<file path="src/rtl/demux_valid.sv">
// rtl/demux_valid.sv - 1:2 round-robin stream demux into two FWFT lane FIFOs

module demux_valid_fifo #(
  parameter int DATA_WIDTH = 4,
  parameter int DEPTH      = 4
) (
  input  logic                  clk,
  input  logic                  reset,
  input  logic                  push,
  input  logic [DATA_WIDTH-1:0] wdata,
  input  logic                  pop,
  output logic [DATA_WIDTH-1:0] rdata,
  output logic                  valid,
  output logic                  full
);
  localparam int AW = $clog2(DEPTH);
  localparam logic [AW:0] FULL_CNT = (AW+1)'(DEPTH);

  logic [DATA_WIDTH-1:0] mem [DEPTH];
  logic [AW-1:0]         rptr;
  logic [AW-1:0]         wptr;
  logic [AW:0]           count;
  logic                  do_pop;

  assign valid  = (count != '0);
  assign full   = (count == FULL_CNT);
  assign rdata  = valid ? mem[rptr] : '0;
  // Pops of an empty lane are dropped so the pointers can never underflow.
  assign do_pop = pop & valid;

  always_ff @(posedge clk) begin
    if (reset) begin
      rptr  <= '0;
      wptr  <= '0;
      count <= '0;
    end else begin
      if (push) wptr <= wptr + 1'b1;
      if (do_pop) rptr <= rptr + 1'b1;
      if (push && !do_pop) count <= count + 1'b1;
      else if (!push && do_pop) count <= count - 1'b1;
    end
  end

  always_ff @(posedge clk) begin
    if (push) mem[wptr] <= wdata;
  end
endmodule

module demux_valid #(
  parameter int DATA_WIDTH = 4,
  parameter int DEPTH      = 4
) (
  input  logic                  clk,
  input  logic                  reset,
  input  logic [DATA_WIDTH-1:0] data_in,
  input  logic                  valid_in,
  output logic                  ready_in,
  output logic [DATA_WIDTH-1:0] data_0,
  output logic                  valid_0,
  input  logic                  pop_0,
  output logic [DATA_WIDTH-1:0] data_1,
  output logic                  valid_1,
  input  logic                  pop_1,
  output logic                  sel
);
  logic full_0;
  logic full_1;
  logic push;

  // ready_in looks only at registered lane state, never at pops or valid_in.
  assign ready_in = sel ? !full_1 : !full_0;
  assign push     = valid_in & ready_in & !reset;

  always_ff @(posedge clk) begin
    if (reset) sel <= 1'b0;
    else if (push) sel <= !sel;
  end

  demux_valid_fifo #(.DATA_WIDTH(DATA_WIDTH), .DEPTH(DEPTH)) u_lane_0 (
    .clk   (clk),
    .reset (reset),
    .push  (push & !sel),
    .wdata (data_in),
    .pop   (pop_0),
    .rdata (data_0),
    .valid (valid_0),
    .full  (full_0)
  );

  demux_valid_fifo #(.DATA_WIDTH(DATA_WIDTH), .DEPTH(DEPTH)) u_lane_1 (
    .clk   (clk),
    .reset (reset),
    .push  (push & sel),
    .wdata (data_in),
    .pop   (pop_1),
    .rdata (data_1),
    .valid (valid_1),
    .full  (full_1)
  );
endmodule

</file>
<file path="config.mk">
export PLATFORM = sky130hd
export DESIGN_NAME = demux_valid
export DESIGN_NICKNAME = d
export VERILOG_FILES = /design/src/rtl/demux_valid.sv
export SDC_FILE = /design/constraint.sdc
export NUM_CORES = 1
export LEC_CHECK = 0
export CAP_MARGIN = 0
export CORE_AREA = 2 2 77 79
export DETAILED_ROUTE_END_ITERATION = 10
export DIE_AREA = 0 0 79 81
export SETUP_SLACK_MARGIN = 0.2
export SYNTH_ARGS = -nofsm -noshare
export SYNTH_HDL_FRONTEND = slang
export SYNTH_HIERARCHICAL = 1
export SYNTH_SLANG_ARGS = --single-unit
</file>
<file path="constraint.sdc">
create_clock -name clk -period 2.55 [get_ports clk]
set_input_delay 0.255 -clock clk [delete_from_list [all_inputs] [get_ports clk]]
set_output_delay 0.255 -clock clk [all_outputs]
set_load 0.005 [all_outputs]
</file>
==> reports/metrics.csv, run 1 <==
metric;value;unit
P&R area growth vs syn;18.5;%
Hold Path Depth;2;
Pleak;0.908;nW
post-synthesis cell area;2180;µm²
Die X;79;µm
Slew Limit Fails;0;
synthesized flop and latch total;51;
Seq pwr share;46.1;%
Seq/Total Area, Yosys;61.4;%
vias in the first global route;1234;
worst-skew pair later-pin latency;0.29;ns
crit path kind;reg -> out;
Power, Total;2.45;mW
RR Startpoint;u_lane_1/count[0]$_SDFFE_PP0P_;
fill count;538;
root buffer cell;clkbuf_8;
pwr/cell area;945;nW/µm²
post-synth cell types;25;
core area;5680;µm²
period utilisation layout;87.6;%
clk buf depth;2;
CTS clock-pin slew for the worst setup and hold paths;0.09;ns
part of the power in the clock network;17.7;%
Psw;0.754;mW
R2R setup slack;0.33;ns
MaxCap Viol Count;0;
gp weighted congestion;0.731;
Fmax achieved;448;MHz
CTS tree;yes;
unrepaired setup endpoints after global routing;false;
Worst Setup End Kind;output port;
post-place instance area;2500;µm²
worst hold start;u_lane_0/rptr[1]$_SDFFE_PP0P_;
# hold bufs at CTS;0;
Worst R2R End;u_lane_1/count[2]$_SDFFE_PP0P_;
average cell area after synthesis;14.9;µm²
number of DRC markers in iteration 0;113;
Crit path arrival time;1.98;ns
vias;1202;
drt first pass iters;4;
ys async rst share;0;%
Post-Synthesis Cells;147;
Net Sw Frac;30.8;%
Slew headroom;64.6;%
initial antenna violation count;0;
CP max FO;4;
Port Buffers;20;
EDFF count, synth;32;
Finish-stage setup viols;0;
syn nets;168;
Row Count;28;
Avg WL per Cell;14.3;µm
final number of hold-violating endpoints;0;
residual DRC count;0;
die area;6400;µm²
VDD IR max;447;µV
Comb pwr share;36.2;%
status;finished, final reports clean;
worst hold path type;reg -> reg;
drt total wl;3.61;mm
clk sinks;51;
most common cell after layout, fill and taps aside;edfxtp_1;
Data required, critical path;2.30;ns
Ant. Diodes;0;
Synth Warn #;6;
largest net degree at the start of global routing;16;
overall routing resource usage;12.7;%
DP HPWL;2.74;mm
global-route wire length before repair;6.04;mm
most frequent cells in the layout;32 x edfxtp_1, 20 x clkdlybuf4s50_1, 17 x dfxtp_1;
actual slew at the worst max-slew pin;0.528;ns
internal power;1.69;mW
Die Ht;81;µm
post-route ant nets;0;
setup tns final;0;ns
htree depth;2;
post-route cell area;2590;µm²
Worst setup SP type;register;
total CTS buffers;5;
Initial Utilization;38.5;%
predominant post-synthesis flop cell;edfxtp_1;
Ports;21;
Nets;197;
share of layout cells above drive strength 1;13.6;%
Avg Vias per Cell;4.77;
FF-to-FF path depth;8;
Tmin final;2.23;ns
Setup Skew;0.00509;ns
gr ovfl total;0;
==> cell type report <==
| class | count | area [µm²] | area share, % |
|---|---|---|---|
| clock buffers | 6 | 72.6 | 2.80 |
| clock inverters | 2 | 12.5 | 0.483 |
| inverters | 9 | 33.8 | 1.30 |
| multi-input cells | 85 | 802 | 31.0 |
| flip-flops and latches | 51 | 1340 | 51.9 |
| well taps | 75 | 93.8 | 3.62 |
| repair buffers | 24 | 230 | 8.89 |
==> worst max-delay path, stage by stage (launching register included) <==
cell,delay (ns)
dfxtp_1,0.47
mux4_1,0.60
nor2b_1,0.15
clkdlybuf4s50_1,0.46
==> worst max path at each step <==
stage / slack, ns / depth (start not counted) / to / startpoint
3_5_place_dp: 0.09 / 8 / u_lane_0/count[2]$_SDFFE_PP0P_ / reset
2_1_floorplan: 0.35 / 8 / u_lane_0/count[2]$_SDFFE_PP0P_ / u_lane_0/count[0]$_SDFFE_PP0P_
5_1_grt: 0.20 / 3 / data_1[1] / register
4_1_cts: 0.25 / 3 / data_1[1] / register
3_3_place_gp: 0.24 / 8 / u_lane_0/count[2]$_SDFFE_PP0P_ / reset
6_report: 0.32 / 3 / data_1[1] / register
==> registers in the layout (all words and copies together), names as in the netlist, named ones only <==
register / count
u_lane_0/mem: 16
sel: 1
u_lane_0/wptr: 2
u_lane_1/wptr: 2
u_lane_0/count: 3
u_lane_0/rptr: 2
u_lane_1/mem: 16
u_lane_1/count: 3
u_lane_1/rptr: 2
==> per-layer routing <==
metal	routed length, µm	track usage [%]
met5	0	0
met4	58	4.66
met3	119	3.44
met1	1580	14.5
met2	1860	23.0
==> power groups by stage <==
stage | sequential, mW | combinational, mW | clock [mW]
global route | 1.15 | 0.988 | 0.483
floorplan | 1.11 | 0.515 | 0
global placement | 1.14 | 0.854 | 0
finish | 1.13 | 0.885 | 0.434
detailed placement | 1.15 | 0.894 | 0
CTS | 1.13 | 0.898 | 0.455
==> through the flow <==
step,utilization [%],cells,worst slack [ns],hold slack [ns]
finish,45.6,252,0.317,0.495
global route,45.6,252,0.203,0.519
CTS,45.6,252,0.250,0.497
detailed placement,44.1,244,0.0925,0.485
global placement,44.1,244,0.237,0.469
floorplan,-,147,0.346,0.354
==> logic make-up (layout without fill, tap and decap cells) <==
logic type	Yosys count	count (layout)	share of synthesized area, %
AO/OA/AOI/OAI	11	11	3.38
XOR/XNOR	8	8	3.21
adder cells (fa/ha/maj)	12	12	7.56
buffers and inverters	11	41	1.89
flip-flops	51	51	61.4
multiplexers	13	13	10.9
AND/OR/NAND/NOR	41	41	11.7
==> cell usage after synthesis (2+ instances only) <==
| cell | instances | share of area [%] |
|---|---|---|
| nor3_2 | 2 | 0.92 |
| ha_1 | 10 | 5.7 |
| nor2_1 | 12 | 2.1 |
| mux4_1 | 2 | 2.4 |
| nor2b_1 | 8 | 2.3 |
| xor2_1 | 6 | 2.4 |
| mux2i_1 | 5 | 2.3 |
| dfxtp_1 | 19 | 17 |
| and2_1 | 8 | 2.3 |
| edfxtp_1 | 32 | 44 |
| or3_1 | 4 | 1.1 |
| nor3b_1 | 2 | 0.69 |
| nand2_1 | 2 | 0.34 |
| o31ai_2 | 2 | 1.1 |
| clkbuf_1 | 2 | 0.34 |
| fa_1 | 2 | 1.8 |
| a21oi_1 | 4 | 0.92 |
| mux4_2 | 6 | 6.2 |
| inv_1 | 9 | 1.5 |
| o21ai_0 | 4 | 0.92 |
| xnor2_1 | 2 | 0.80 |
==> repair_timing <==
item / CTS / global route
setup endpoints to repair: 0 / 1
gates resized for setup: 0 / 2
setup buffers: 0 / 0
endpoints found under the hold margin: 0 / 0
No activity file was read; power rests on OpenSTA's default activity.
==> inputs of run 2 (changes only) <==
--- a/config.mk
+++ b/config.mk
@@ -9,6 +9,7 @@
 export CORE_AREA = 2 2 77 79
 export DETAILED_ROUTE_END_ITERATION = 10
 export DIE_AREA = 0 0 79 81
+export GPL_ROUTABILITY_DRIVEN = 0
 export SETUP_SLACK_MARGIN = 0.2
 export SYNTH_ARGS = -nofsm -noshare
 export SYNTH_HDL_FRONTEND = slang
==> results of run 2 <==
The final DEF is identical to that of run 1; final timing and power are the same.
==> patch 1, RTL diff (flow settings as in run 1) <==
`DATA_WIDTH` is set to 4 in 2 places; all go to 6.
--- a/src/rtl/demux_valid.sv
+++ b/src/rtl/demux_valid.sv
@@ -3,3 +3,3 @@
 module demux_valid_fifo #(
-  parameter int DATA_WIDTH = 4,
+  parameter int DATA_WIDTH = 6,
   parameter int DEPTH      = 4
@@ -49,3 +49,3 @@
 module demux_valid #(
-  parameter int DATA_WIDTH = 4,
+  parameter int DATA_WIDTH = 6,
   parameter int DEPTH      = 4
Interface: changed (resized data_0, data_1 and data_in); port bits go from 21 to 27. No check against the original RTL was run, so the function may have changed too.
==> patch 1 against run 1 <==
Sequential cell count rose by 16. Count of clock-buffer cells in the layout grew 7. Non-clock buffer count is 6 higher. Setup slack improved by 0.0049 ns. Synthesized area is 28% higher. Total power grew 31%. Clock skew increased by 0.0025 ns. Wire length grew 23%. Critical path depth up 5. Hold slack worse by 0.0025 ns. Die area unchanged. Final area is 28% higher. Critical path type is now flip-flop to flip-flop.
==> patch 1: results (changes against run 1) <==
status: "complete, no violations"
grt_use_total_pct: 16.00  # +3.3 points
via_count: 1489  # +24%
finClkSkew_ns: 0.007597  # +0.002506 ns
drt_iter0_drc: 90  # -20%
reg_top3: "u_lane_0/mem x24, u_lane_1/mem x24"
yosys-top-cells-area: "edfxtp_1 52%, dfxtp_1 14%, mux4_2 9.7%"
synth-edff-count: 48  # +50%
synthAdderAreaFrac_pct: 5.909  # -1.7 points
p_comb_share_pct: 32.9  # -3.3 points
grt_first_pass_wirelength_um: 7452  # +23%
clockPowerShare_pct: 21.9  # +4.2 points
dpl_cell_area_um2: 3149  # +26%
ctsHtreeMaxLevel: 3  # +1
routed_wirelength_um: 4453  # +23%
p_total_uw: 3216  # +31%
grt_max_degree: 12  # -4
clk_latency_ns: 0.32  # +0.03 ns
clkTransAtPathRegs_ns: 0.06  # -0.03 ns
timing.rr.end: "u_lane_0/count[2]"
pre_cts_ws_ns: 0.1322  # +0.03971 ns
drive_gt1_share_pct: 17.21  # +3.6 points
ys_seq_area_share_pct: 65.17  # +3.8 points
dpl.hpwl_um: 3195  # +16%
routabilityCongestion: 0.7610  # +4.1%
cts_made_buffers: 9  # +4
synth-xor-area-share_pct: 2.507  # -0.70 points
synth_compound_area_share_pct: 2.641  # -0.74 points
ys_top_cells_by_count: "48 x edfxtp_1, 19 x dfxtp_1, 12 x mux4_2, 12 x nor2_1, 12 x nor2b_1"
cellLeakagePower_uw: 0.001140  # +25%
-- patch 1: changes by cell type after synthesis --
cell | run 1 | this run
buf_6 | 0 | 2
mux4_1 | 2 | 0
nor2b_1 | 8 | 12
mux4_2 | 6 | 12
edfxtp_1 | 32 | 48
-- patch 1: metal layers --
| metal | GRT usage (%) | vias to the layer above | routed length (um) |
|---|---|---|---|
| li1 | - | 712 | - |
| met1 | 18.75 | 742 | 1912 |
| met2 | 26.95 | 27 | 2336 |
| met3 | 4.667 | 8 | 142 |
| met4 | 8.276 | 0 | 61 |
| met5 | 0 | - | 0 |
-- patch 1: how the worst max path moves through the flow --
| stage | start | end | slack, ns | cells past startpoint |
|---|---|---|---|---|
| 4_1_cts | u_lane_1/count[0] | u_lane_1/count[2] | 0.31 | 8 |
| 2_1_floorplan | u_lane_0/count[0] | u_lane_0/count[2] | 0.34 | 8 |
| 3_3_place_gp | reset | u_lane_0/count[2] | 0.23 | 8 |
| 6_report | u_lane_0/count[0] | u_lane_0/count[2] | 0.32 | 8 |
| 5_1_grt | u_lane_0/count[0] | u_lane_0/count[2] | 0.20 | 8 |
| 3_5_place_dp | reset | u_lane_0/count[2] | 0.13 | 8 |
-- patch 1: layout make-up --
cell class / instances / area (um^2)
fillers: 484 / 2365
multi-input cells: 93 / 909.6
clock inverters: 3 / 17.52
inverters: 9 / 33.78
flip-flops and latches: 67 / 1827
clock buffers: 13 / 138.9
repair buffers: 30 / 290.3
well taps: 75 / 93.84
-- patch 1: critical path, cell delays in order, from the launching register on --
cell     delay, ns
dfxtp_1       0.47
nor3b_1       0.15
nor4b_4       0.26
ha_1          0.22
inv_1         0.06
fa_1          0.37
xor2_1        0.16
or3_1         0.32
a21oi_1       0.15
==> patch 2, RTL diff (flow settings as in run 1) <==
Made on the original files. Reset style: asynchronous (`reset`), changed in 2 clocked blocks.
--- a/src/rtl/demux_valid.sv
+++ b/src/rtl/demux_valid.sv
@@ -30,3 +30,3 @@
 
-  always_ff @(posedge clk) begin
+  always_ff @(posedge clk or posedge reset) begin
     if (reset) begin
@@ -73,3 +73,3 @@
 
-  always_ff @(posedge clk) begin
+  always_ff @(posedge clk or posedge reset) begin
     if (reset) sel <= 1'b0;
Function: differs if reset is asserted again (counterexample within 4 cycles, from zero or initial values and one cycle with reset high); with reset held inactive, the same outputs for 10 cycles.
==> patch 2 against run 1 <==
Sequential cell count fell by 4. Synthesized area fell by 3.3%. Wire length fell by 9.4%. Total power rose by 3.2%. Register-to-register slack got worse by 0.04 ns. Combinational power rose by 2.9%. Largest cell class unchanged. Final area fell by 3.8%. Setup slack got worse by 0.029 ns.
==> patch 2: results (changes against run 1) <==
met1_length_um: 1479  # -6.2%
multi_input_area_um2: 703.2  # -12%
crit_arrival_ns: 2.48  # +0.50 ns
clockBufferCount: 5  # -1
rrSetupSlack_ns: 0.29  # -0.04 ns
globalRouteMet1Util_pct: 13.52  # -0.96 points
ys_top_cells_by_count: "32 x edfxtp_1, 16 x and2_1, 15 x dfrtp_1, 10 x ha_1, 10 x inv_1"
grt_use_total_pct: 11.40  # -1.3 points
use_met3_pct: 2.667  # -0.78 points
fillers: 523  # -2.8%
dpl.cell_count: 224  # -8.2%
seqPwrFrac_pct: 47.0  # +0.9 points
multi_input_comb_cells: 69  # -19%
inv_count: 10  # +1
wl_per_cell_um: 14.06  # -2.0%
yosys-top-cells-area: "edfxtp_1 45%, dfrtp_1 18%, mux4_2 8.5%"
worstMarginPinSlew_ns: 0.3441  # -0.1839 ns
grt_use_met2_pct: 19.24  # -3.7 points
layout_worst_path_cycle_share_pct: 88.70  # +1.1 points
finClkSkew_ns: 0.002094  # -0.002996 ns
drt_iter0_drc: 75  # -34%
drive_gt1_share_pct: 17.72  # +4.2 points
status: "complete, no violations"
holdWs_ns: 0.2637  # -0.2312 ns
routabilityCongestion: 0.6947  # -5.0%
cellLeakagePower_uw: 0.0009260  # +2.0%
internal-power_uw: 1761  # +4.0%
## patch 2: cell count changes after synthesis, sizes merged, moves of 4 or more
cell	delta
dfxtp	-19
dfrtp	+15
nor2	-9
and2	+8
nor2b	-8
a21oi	-4
buf	+4
mux2i	-4
xnor2	+4
## patch 2: what timing repair did
action | 4_1_cts | 5_1_grt
gates resized for setup | 0 | 4
hold buffers | 0 | 0
buffers inserted | 0 | 1
endpoints found under the setup margin | 0 | 3
## patch 2: kinds of logic after synthesis
| group | count (synthesis) | synth area share, % |
|---|---|---|
| XOR/XNOR | 12 | 4.976 |
| multiplexers | 11 | 10.07 |
| AND/OR/NAND/NOR | 31 | 9.123 |
| adder cells (fa/ha/maj) | 12 | 7.820 |
| buffers and inverters | 14 | 3.910 |
| flip-flops | 47 | 63.27 |
| AO/OA/AOI/OAI | 3 | 0.8295 |
